<file path="config.mk">
export PLATFORM = sky130hd
export DESIGN_NAME = multi_tone_sweeper
export DESIGN_NICKNAME = d
export VERILOG_FILES = /design/src/rtl/multi_tone_sweeper.sv
export SDC_FILE = /design/constraint.sdc
export NUM_CORES = 1
export LEC_CHECK = 0
export ABC_AREA = 1
export BUFFER_PORTS_ARGS = -buffer_cell sky130_fd_sc_hd__buf_2
export CORE_MARGIN = 4
export CORE_UTILIZATION = 53
export CTS_CLUSTER_DIAMETER = 120
export DETAILED_ROUTE_END_ITERATION = 12
export PLACE_DENSITY_LB_ADDON = 0.2
export SLEW_MARGIN = 15
export SYNTH_ARGS = -nofsm -noshare
export SYNTH_HDL_FRONTEND = slang
export SYNTH_SLANG_ARGS = --single-unit
</file>
<file path="constraint.sdc">
create_clock -name clock -period 6.6 [get_ports clock]
set_input_delay 1.65 -clock clock [delete_from_list [all_inputs] [get_ports clock]]
set_output_delay 1.65 -clock clock [all_outputs]
set_load 0.01 [all_outputs]
</file>
<file path="src/rtl/multi_tone_sweeper.sv">
// multi_tone_sweeper: multi-channel square-wave tone generator with a
// runtime-programmable half-period per channel and an optional periodic
// linear sweep (up-wrap or bounce) between a start and a limit bound.
// Optional build macro MULTI_TONE_SWEEPER_STATUS_EN adds the sweep_evt
// output, which pulses for one cycle after a sweep step on which a channel
// wrapped or reversed direction.
module multi_tone_sweeper #(
    parameter int unsigned CHANNELS  = 4,
    parameter int unsigned CNT_W     = 16,
    parameter int unsigned SWEEP_DIV = 512
) (
    input  logic                                           clock,
    input  logic                                           reset_n,
    input  logic                                           cfg_valid,
    output logic                                           cfg_ready,
    input  logic [((CHANNELS > 1) ? $clog2(CHANNELS) : 1)-1:0] cfg_chan,
    input  logic [1:0]                                     cfg_mode,
    input  logic [CNT_W-1:0]                               cfg_start,
    input  logic [CNT_W-1:0]                               cfg_limit,
    output logic [CHANNELS-1:0]                            tone_out,
    output logic [$clog2(CHANNELS+1)-1:0]                  mix_out
`ifdef MULTI_TONE_SWEEPER_STATUS_EN
    ,
    output logic [CHANNELS-1:0]                            sweep_evt
`endif
);

    localparam int unsigned CHAN_W = (CHANNELS > 1) ? $clog2(CHANNELS) : 1;
    localparam int unsigned MIX_W  = $clog2(CHANNELS + 1);
    localparam int unsigned PRE_W  = $clog2(SWEEP_DIV);

    localparam logic [PRE_W-1:0] PRE_LAST = PRE_W'(SWEEP_DIV - 1);
    localparam logic [CNT_W-1:0] ONE      = CNT_W'(1);
    localparam logic [CNT_W-1:0] TWO      = CNT_W'(2);

    localparam logic [1:0] MODE_OFF    = 2'b00;
    localparam logic [1:0] MODE_WRAP   = 2'b10;
    localparam logic [1:0] MODE_BOUNCE = 2'b11;

    localparam logic DIR_UP   = 1'b0;
    localparam logic DIR_DOWN = 1'b1;

    // Sweep prescaler and config handshake
    logic [PRE_W-1:0] pre_q;
    logic [PRE_W-1:0] pre_d;
    logic             sweep_tick;
    logic             ready_d;
    logic             cfg_fire;

    // Per-channel state
    logic [1:0]       mode_q  [CHANNELS];
    logic [1:0]       mode_d  [CHANNELS];
    logic [CNT_W-1:0] hp_q    [CHANNELS];
    logic [CNT_W-1:0] hp_d    [CHANNELS];
    logic [CNT_W-1:0] start_q [CHANNELS];
    logic [CNT_W-1:0] start_d [CHANNELS];
    logic [CNT_W-1:0] limit_q [CHANNELS];
    logic [CNT_W-1:0] limit_d [CHANNELS];
    logic [CNT_W-1:0] cnt_q   [CHANNELS];
    logic [CNT_W-1:0] cnt_d   [CHANNELS];
    logic [CHANNELS-1:0] dir_q;
    logic [CHANNELS-1:0] dir_d;
    logic [CHANNELS-1:0] tone_d;
    logic [MIX_W-1:0]    mix_d;

    // The ready register predicts the tick one cycle ahead, so cfg_ready is
    // low exactly during the sweep_tick cycle and never overlaps a sweep step.
    assign sweep_tick = (pre_q == PRE_LAST);
    assign pre_d      = sweep_tick ? '0 : pre_q + PRE_W'(1);
    assign ready_d    = (pre_d != PRE_LAST);
    assign cfg_fire   = cfg_valid && cfg_ready;

    // Population count of the current tone vector, registered below
    always_comb begin
        mix_d = '0;
        for (int c = 0; c < CHANNELS; c++) begin
            mix_d = mix_d + MIX_W'(tone_out[c]);
        end
    end

    // Per-channel next state: tone counter, sweep step, then config override
    always_comb begin
        for (int c = 0; c < CHANNELS; c++) begin
            mode_d[c]  = mode_q[c];
            hp_d[c]    = hp_q[c];
            start_d[c] = start_q[c];
            limit_d[c] = limit_q[c];
            cnt_d[c]   = cnt_q[c];
            dir_d[c]   = dir_q[c];
            tone_d[c]  = tone_out[c];

            // >= compare lets a shrinking half-period take effect at once
            if ((mode_q[c] != MODE_OFF) && (hp_q[c] >= TWO)) begin
                if (cnt_q[c] >= (hp_q[c] - ONE)) begin
                    cnt_d[c]  = '0;
                    tone_d[c] = ~tone_out[c];
                end else begin
                    cnt_d[c] = cnt_q[c] + ONE;
                end
            end else begin
                cnt_d[c]  = '0;
                tone_d[c] = 1'b0;
            end

            if (sweep_tick && mode_q[c][1]) begin
                if (limit_q[c] <= start_q[c]) begin
                    hp_d[c] = start_q[c];
                end else if (mode_q[c] == MODE_WRAP) begin
                    hp_d[c] = (hp_q[c] >= limit_q[c]) ? start_q[c] : hp_q[c] + ONE;
                end else if (dir_q[c] == DIR_UP) begin
                    if (hp_q[c] >= limit_q[c]) begin
                        dir_d[c] = DIR_DOWN;
                        if (hp_q[c] != start_q[c]) begin
                            hp_d[c] = hp_q[c] - ONE;
                        end
                    end else begin
                        hp_d[c] = hp_q[c] + ONE;
                    end
                end else begin
                    if (hp_q[c] <= start_q[c]) begin
                        dir_d[c] = DIR_UP;
                        if (hp_q[c] != limit_q[c]) begin
                            hp_d[c] = hp_q[c] + ONE;
                        end
                    end else begin
                        hp_d[c] = hp_q[c] - ONE;
                    end
                end
            end

            // Out-of-range channel numbers match nothing and are dropped
            if (cfg_fire && (cfg_chan == CHAN_W'(c))) begin
                mode_d[c]  = cfg_mode;
                start_d[c] = cfg_start;
                limit_d[c] = cfg_limit;
                hp_d[c]    = cfg_start;
                cnt_d[c]   = '0;
                tone_d[c]  = 1'b0;
                dir_d[c]   = DIR_UP;
            end
        end
    end

    // State registers
    always_ff @(posedge clock or negedge reset_n) begin
        if (!reset_n) begin
            pre_q     <= '0;
            cfg_ready <= 1'b0;
            tone_out  <= '0;
            mix_out   <= '0;
            dir_q     <= {CHANNELS{DIR_UP}};
            for (int c = 0; c < CHANNELS; c++) begin
                mode_q[c]  <= MODE_OFF;
                hp_q[c]    <= '0;
                start_q[c] <= '0;
                limit_q[c] <= '0;
                cnt_q[c]   <= '0;
            end
        end else begin
            pre_q     <= pre_d;
            cfg_ready <= ready_d;
            tone_out  <= tone_d;
            mix_out   <= mix_d;
            dir_q     <= dir_d;
            for (int c = 0; c < CHANNELS; c++) begin
                mode_q[c]  <= mode_d[c];
                hp_q[c]    <= hp_d[c];
                start_q[c] <= start_d[c];
                limit_q[c] <= limit_d[c];
                cnt_q[c]   <= cnt_d[c];
            end
        end
    end

`ifdef MULTI_TONE_SWEEPER_STATUS_EN
    logic [CHANNELS-1:0] evt_d;

    // A sweep step counts as an event when it wraps (up-wrap) or reverses (bounce)
    always_comb begin
        for (int c = 0; c < CHANNELS; c++) begin
            evt_d[c] = 1'b0;
            if (sweep_tick && (limit_q[c] > start_q[c])) begin
                if (mode_q[c] == MODE_WRAP) begin
                    evt_d[c] = (hp_q[c] >= limit_q[c]);
                end else if (mode_q[c] == MODE_BOUNCE) begin
                    evt_d[c] = (dir_q[c] == DIR_UP) ? (hp_q[c] >= limit_q[c])
                                                    : (hp_q[c] <= start_q[c]);
                end
            end
        end
    end

    // One-cycle event pulse, visible the cycle after the sweep tick
    always_ff @(posedge clock or negedge reset_n) begin
        if (!reset_n) begin
            sweep_evt <= '0;
        end else begin
            sweep_evt <= evt_d;
        end
    end
`endif

endmodule

</file>
==> flow_summary_export.csv, run 1 <==
group,metric,value,unit
logic_synthesis,postSynthCellCount,3217,
cts,cts.clk_slew.worst_paths,0.06,ns
global_route,groute.usage.overall,0.285,
floorplanning,die_x,216,um
worst_hold_path,min_path_type,"flop to flop",
timing,hold_viol_final,0,
logic_synthesis,synthMuxAreaShare,0,
power,peakVddDrop,0.240,mV
setup_path,critPathMaxFanout,18,
logic_synthesis,synth_warnings,0,
timing,fin_skew,0.0249,ns
timing,fmax,0.270,GHz
logic_synthesis,synthArstFlopShare,1.00,
route,firstDrtPassIters,5,
cts,ctsHoldBuffers,0,
global_route,overflow,0,
finish,fin_nets,3552,
logic_synthesis,yosys.area_share.simple,0.282,
placed_design,port_buffers,46,
timing,slew_headroom,0.269,
logic_synthesis,yosys-top-cells-area,"dfrtp_1, ha_1, nand2_1",
route,drc,0,
logic_synthesis,yosys.area.top_type,"dfrtp_1",
logic_synthesis,yosysSeqAreaShare,0.311,
floorplanning,start_util,0.542,
global_route,grt_pass1_wl,108000,um
logic_synthesis,synth_edf_count,0,
floorplanning,rows,75,
setup_path,critPathRequiredTime,7.06,ns
logic_synthesis,avgSynthCellArea,7.13,um2
power,total_leakage_power,0.0129,uW
cts,clockBufferDepth,3,
timing,setup_tns,0,ns
route,routedWlPerCell,17.4,um
route,routed_via_density,5.55,
status,status,"finished, final reports clean",
cts,clock_latency,0.57,ns
cts,htree_levels,2,
cts,ctsResizeCount,0,
cts,post_cts_buffers,0,
flow_run,drv_cap,0,
floorplanning,fp.coreArea,42300,um2
route,postRouteAntennaNets,0,
floorplanning,fp.dieArea,46700,um2
logic_synthesis,synth-adder-area-share,0.151,
timing,worst_slew_pin_slew,1.10,ns
logic_synthesis,synth_cell_type_count,53,
floorplanning,fp.dieH,216,um
timing,setup-violations-final,0,
power,powerDensity,351,nW/um2
route,dr.first_iter.drc_count,1873,
logic_synthesis,netlist_area,22900,um2
logic_synthesis,synth_ff_type,"dfrtp_1",
finish,finish.utilization,0.587,
finish,drive_gt1_frac,0.0564,
global_route,grt_max_degree,163,
logic_synthesis,syn-num-nets,3533,
setup_path,worst_setup_path_end_kind,"flop",
cts,clock_sinks,285,
route,wl,66800,um
cts,cts_root_buf,"clkbuf_16",
floorplanning,pin_count,47,
setup_path,worst_setup_path_start_kind,"flop",
cts,cts_tree,"done",
finish,nFillCells,3927,
setup_path,arrival,4.17,ns
timing,slew_violations,0,
route,dr_total_vias,21300,
finish,final_cell_mix,"nand2_1, inv_1, nor2_1",
finish,area_growth,8.33,%
finish,layout_commonest_cell,"nand2_1",
placed_design,routabilityCongestion,0.946,
logic_synthesis,ys_seq_elements,285,
timing,fin_crit_sh,0.561,
timing,min_period,3.70,ns
timing,rsz0062_at_grt,"no",
logic_synthesis,synth_top_cell_area_share,0.311,
global_route,grt_pass1_vias,20800,
logic_synthesis,synth_top_family_by_area,"simple AND/OR/NAND/NOR gates",
logic_synthesis,synth_xor_area_frac,0.0443,
placed_design,dp_hpwl,51000,um
logic_synthesis,synth_compound_area_frac,0.120,
global_route,antenna_found_initial,2,
cts,cts_buffers,36,
setup_path,crit_type,"flop to flop",
==> cell type report <==
cell class	instances	area, um2	share of cell area
Inverter	451	1700	0.0683
Multi-Input combinational cell	2408	13700	0.552
Clock inverter	18	298	0.0120
Sequential cell	285	7130	0.287
Timing Repair Buffer	54	313	0.0126
Tap cell	577	722	0.0291
Clock buffer	44	961	0.0387
Antenna cell	1	2.50	0.000101
==> metrics by stage <==
| step | std cells | cell area, um2 | setup WS [ns] | hold WS, ns | power, uW |
|---|---|---|---|---|---|
| finish | 3838 | 24900 | 2.90 | 0.482 | 8720 |
| global route | 3838 | 24900 | 2.30 | 0.511 | 9490 |
| CTS | 3837 | 24800 | 2.86 | 0.482 | 8720 |
| detailed placement | 3775 | 23600 | 2.39 | 0.474 | 6530 |
| global placement | 3775 | 23600 | 2.47 | 0.468 | 6370 |
| floorplan | 3217 | 22900 | 3.66 | 0.446 | 5420 |
==> registers in the layout, indices dropped and copies added (netlist names) <==
name and flops:
mode_q 8, tone_out 4, dir_q 4, pre_q 9
limit_q 64, cfg_ready 1, cnt_q 64, hp_q 64
mix_out 3, start_q 64
==> final timing paths <==
check,from,end,slack (ns),cells after the start
max,hp_q[16],cnt_q[25],2.90,17
min,pre_q[0],pre_q[0],0.48,1
max reg2reg,hp_q[16],cnt_q[25],2.90,17
min reg2reg,pre_q[0],pre_q[0],0.48,1
max in group asynchronous,reset_n,start_q[19],4.27,2
min in group asynchronous,reset_n,cnt_q[3],1.03,1
==> layer usage <==
metal / vias up / share of wire / global-route usage
met1: 9963 / 0.42 / 0.375
met5: - / 0.00019 / 0
met2: 684 / 0.46 / 0.467
met4: 2 / 0.042 / 0.115
met3: 156 / 0.077 / 0.0511
li1: 10500 / - / -
==> where the power goes <==
part	total, uW	switching (uW)	internal, uW
logic	3950	2560	1400
registers	2620	561	2060
clock network	2150	835	1320
total	8720	3950	4770
==> cells in the mapped netlist (29+ instances only) <==
cell type    n
inv_1      440
o21ai_0    191
nand3_1    190
ha_1       276
clkbuf_1    29
nand4_1     55
nor2_1     369
dfrtp_1    285
xor2_1     102
nand2_1    750
o21bai_1    35
a21oi_1    224
nor3_1      60
==> cells by family after synthesis <==
group	Yosys count
buffers and inverters	524
adders and majority gates	277
DFF	285
AOI/OAI and AO/OA	507
and+or+nand+nor	1508
xor gates and xnor gates	116
==> critical path: stages, from the launching register on <==
cell,delay (ns)
dfrtp_1,0.46
inv_1,0.24
ha_1,0.24
inv_1,0.07
nor2_1,0.16
nand2_1,0.10
nor2_1,0.17
nand3_1,0.11
xor2_1,0.25
inv_1,0.08
ha_1,0.27
nand2_1,0.07
o21ai_0,0.08
a21oi_1,0.13
nand2_1,0.07
a21oi_1,0.19
nand3_1,0.53
nor3b_1,0.38
(Power assumes the default switching activity.)
==> inputs of run 2 (changes only) <==
==> constraint.sdc (replaced) <==
create_clock -name clock -period 3.45 [get_ports clock]
set_input_delay 0.8625 -clock clock [delete_from_list [all_inputs] [get_ports clock]]
set_output_delay 0.8625 -clock clock [all_outputs]
set_load 0.01 [all_outputs]
==> run 2 against run 1 <==
Core utilization increased by 0.69 points. Critical endpoint is now cnt_q[8]. Highest routed layer unchanged. Largest cell class unchanged. Die area unchanged. Global-route usage increased by 0.93 points. Sequential share of layout area decreased by 0.33 points.
==> flow_summary_export.csv, run 2 (synthesized netlist as in run 1, its figures left out) <==
group,metric,value,unit
flow_run,drv_cap,0,
finish,layout_commonest_cell,"nand2_1",
route,drc,0,
timing,fin_skew,0.0199,ns
finish,seqCellArea,7130,um2
setup_path,cp_slowest_cell,"dfrtp_1",
cts,cts_root_buf,"clkbuf_16",
timing,hold_viol_final,0,
setup_path,crit_end,"cnt_q[8]",
power,peakVddDrop,0.463,mV
floorplanning,pin_count,47,
setup_path,cp_slowest_stage_delay,0.47,ns
floorplanning,die_x,216,um
power,total_leakage_power,0.0131,uW
global_route,grt_pass1_wl,111000,um
route,wl,69300,um
global_route,overflow,0,
status,status,"finished, final reports clean",
timing,worst_slew_pin_slew,0.639,ns
timing,fin_ws,0.246,ns
setup_path,rr_startpoint,"hp_q[1]",
placed_design,port_buffers,46,
route,routedWlPerCell,17.9,um
finish,nFillCells,3977,
setup_path,critPathMaxFanout,8,
setup_path,startpoint,"hp_q[1]",
placed_design,place_ws,0.283,ns
setup_path,ff2ff_path_depth,17,
finish,drive_gt1_frac,0.0697,
floorplanning,fp.coreArea,42300,um2
finish,multi_input_area,13700,um2
route,dr.first_iter.drc_count,1776,
finish,area_growth,9.60,%
timing,slew_headroom,0.572,
timing,slew_violations,0,
global_route,antenna_found_initial,2,
setup_path,worst_setup_path_start_kind,"flop",
setup_path,path_cells,"nor2_1, nand2_1, nor2_1, nand2_1, inv_1, nand4_1, o21ai_0, inv_1, ha_1, a21oi_1, o21ai_0, a21oi_1, nand4_1, nor2_4, clkinvlp_4, buf_4, nor3_1",
cts,clock_latency,0.55,ns
finish,fin_nets,3592,
global_route,grt_pass1_vias,21300,
global_route,groute.usage.overall,0.294,
placed_design,dp.cells,3814,
cts,clock_sinks,285,
worst_hold_path,min_path_type,"primary input to asynchronous set/reset pin",
placed_design,dp_hpwl,53700,um
timing,fin_crit_sh,0.929,
setup_path,rr_endpoint,"cnt_q[8]",
finish,stdcell_count,3880,
cts,clockBufferDepth,3,
setup_path,crit_type,"flop to flop",
route,firstDrtPassIters,6,
power,powerDensity,665,nW/um2
cts,cts_tree,"done",
placed_design,routabilityCongestion,0.980,
route,routed_via_density,5.58,
route,postRouteAntennaNets,0,
setup_path,critPathRequiredTime,3.91,ns
finish,final_cell_mix,"nand2_1, inv_1, nor2_1",
cts,htree_levels,2,
setup_path,arrival,3.66,ns
cts,cts.clk_slew.worst_paths,0.06,ns
route,dr_total_vias,21700,
timing,fmax,0.312,GHz
timing,whs,0.239,ns
timing,setup-violations-final,0,
floorplanning,start_util,0.542,
setup_path,worst_setup_path_end_kind,"flop",
cts,ctsHoldBuffers,0,
timing,setup_tns,0,ns
floorplanning,fp.dieH,216,um
setup_path,r2r_setup_slack,0.25,ns
timing,min_period,3.20,ns
floorplanning,fp.dieArea,46700,um2
cts,cts_buffers,35,
global_route,grt_max_degree,92,
floorplanning,rows,75,
==> run 2: changes by cell type in the layout (fill, tap and decap cells not counted), sizes merged <==
| cell | previous run | this run |
|---|---|---|
| buf | 54 | 95 |
| clkinv | 7 | 12 |
| bufinv | 7 | 5 |
| inv | 451 | 449 |
| clkbuf | 44 | 43 |
| diode | 1 | 2 |
==> run 2: area by class of cell <==
cell class	count	area share
Inverter	451	0.0677
Antenna cell	2	0.000199
Tap cell	577	0.0287
Sequential cell	285	0.284
Clock buffer	43	0.0376
Multi-Input combinational cell	2408	0.547
Clock inverter	19	0.00921
Timing Repair Buffer	95	0.0262
==> run 2: worst min-delay path by stage <==
stage                    from  cells after the start  slack (ns)         to
detailed placement  cnt_q[16]                      1        0.48  cnt_q[16]
global route          reset_n                      1        0.26   cnt_q[8]
CTS                   reset_n                      1        0.24   cnt_q[8]
finish                reset_n                      1        0.24   cnt_q[1]
floorplan            pre_q[0]                      1        0.45   pre_q[0]
global placement     pre_q[0]                      1        0.47   pre_q[0]
==> run 2: where the power goes <==
part | internal [uW] | leakage (uW) | switching (uW)
sequential | 3950 | 0.00357 | 867
combinational | 2820 | 0.00892 | 5240
clock | 2330 | 0.000580 | 1520
==> run 2: critical path: cells and delay by family (launching register included) <==
kind	cells	cell delay [ns]
buffers and inverters	4	0.47
adder cells (fa/ha/maj)	1	0.29
AO/OA/AOI/OAI	4	0.65
flip-flops	1	0.47
AND/OR/NAND/NOR	8	1.23
==> run 2: layer usage <==
layer	up-vias	wire length (um)	GRT usage	part of all wire
met5	-	13	0	0.00019
met4	2	2570	0.113	0.037
met3	150	4930	0.0544	0.071
met2	695	32200	0.487	0.46
met1	10200	29600	0.385	0.43
li1	10600	-	-	-
==> run 2: per-stage QoR <==
stage | power, uW | util | cell area, um2
2_1_floorplan | 10400 | - | 22900
3_3_place_gp | 12500 | 0.565 | 23900
3_5_place_dp | 12800 | 0.565 | 23900
4_1_cts | 16700 | 0.593 | 25100
5_1_grt | 18200 | 0.594 | 25100
6_report | 16700 | 0.594 | 25100
==> run 2: timing repair <==
item / in CTS / in global routing
gates resized for setup: 0 / 6
setup buffers: 0 / 2
endpoints found under the setup margin: 0 / 19
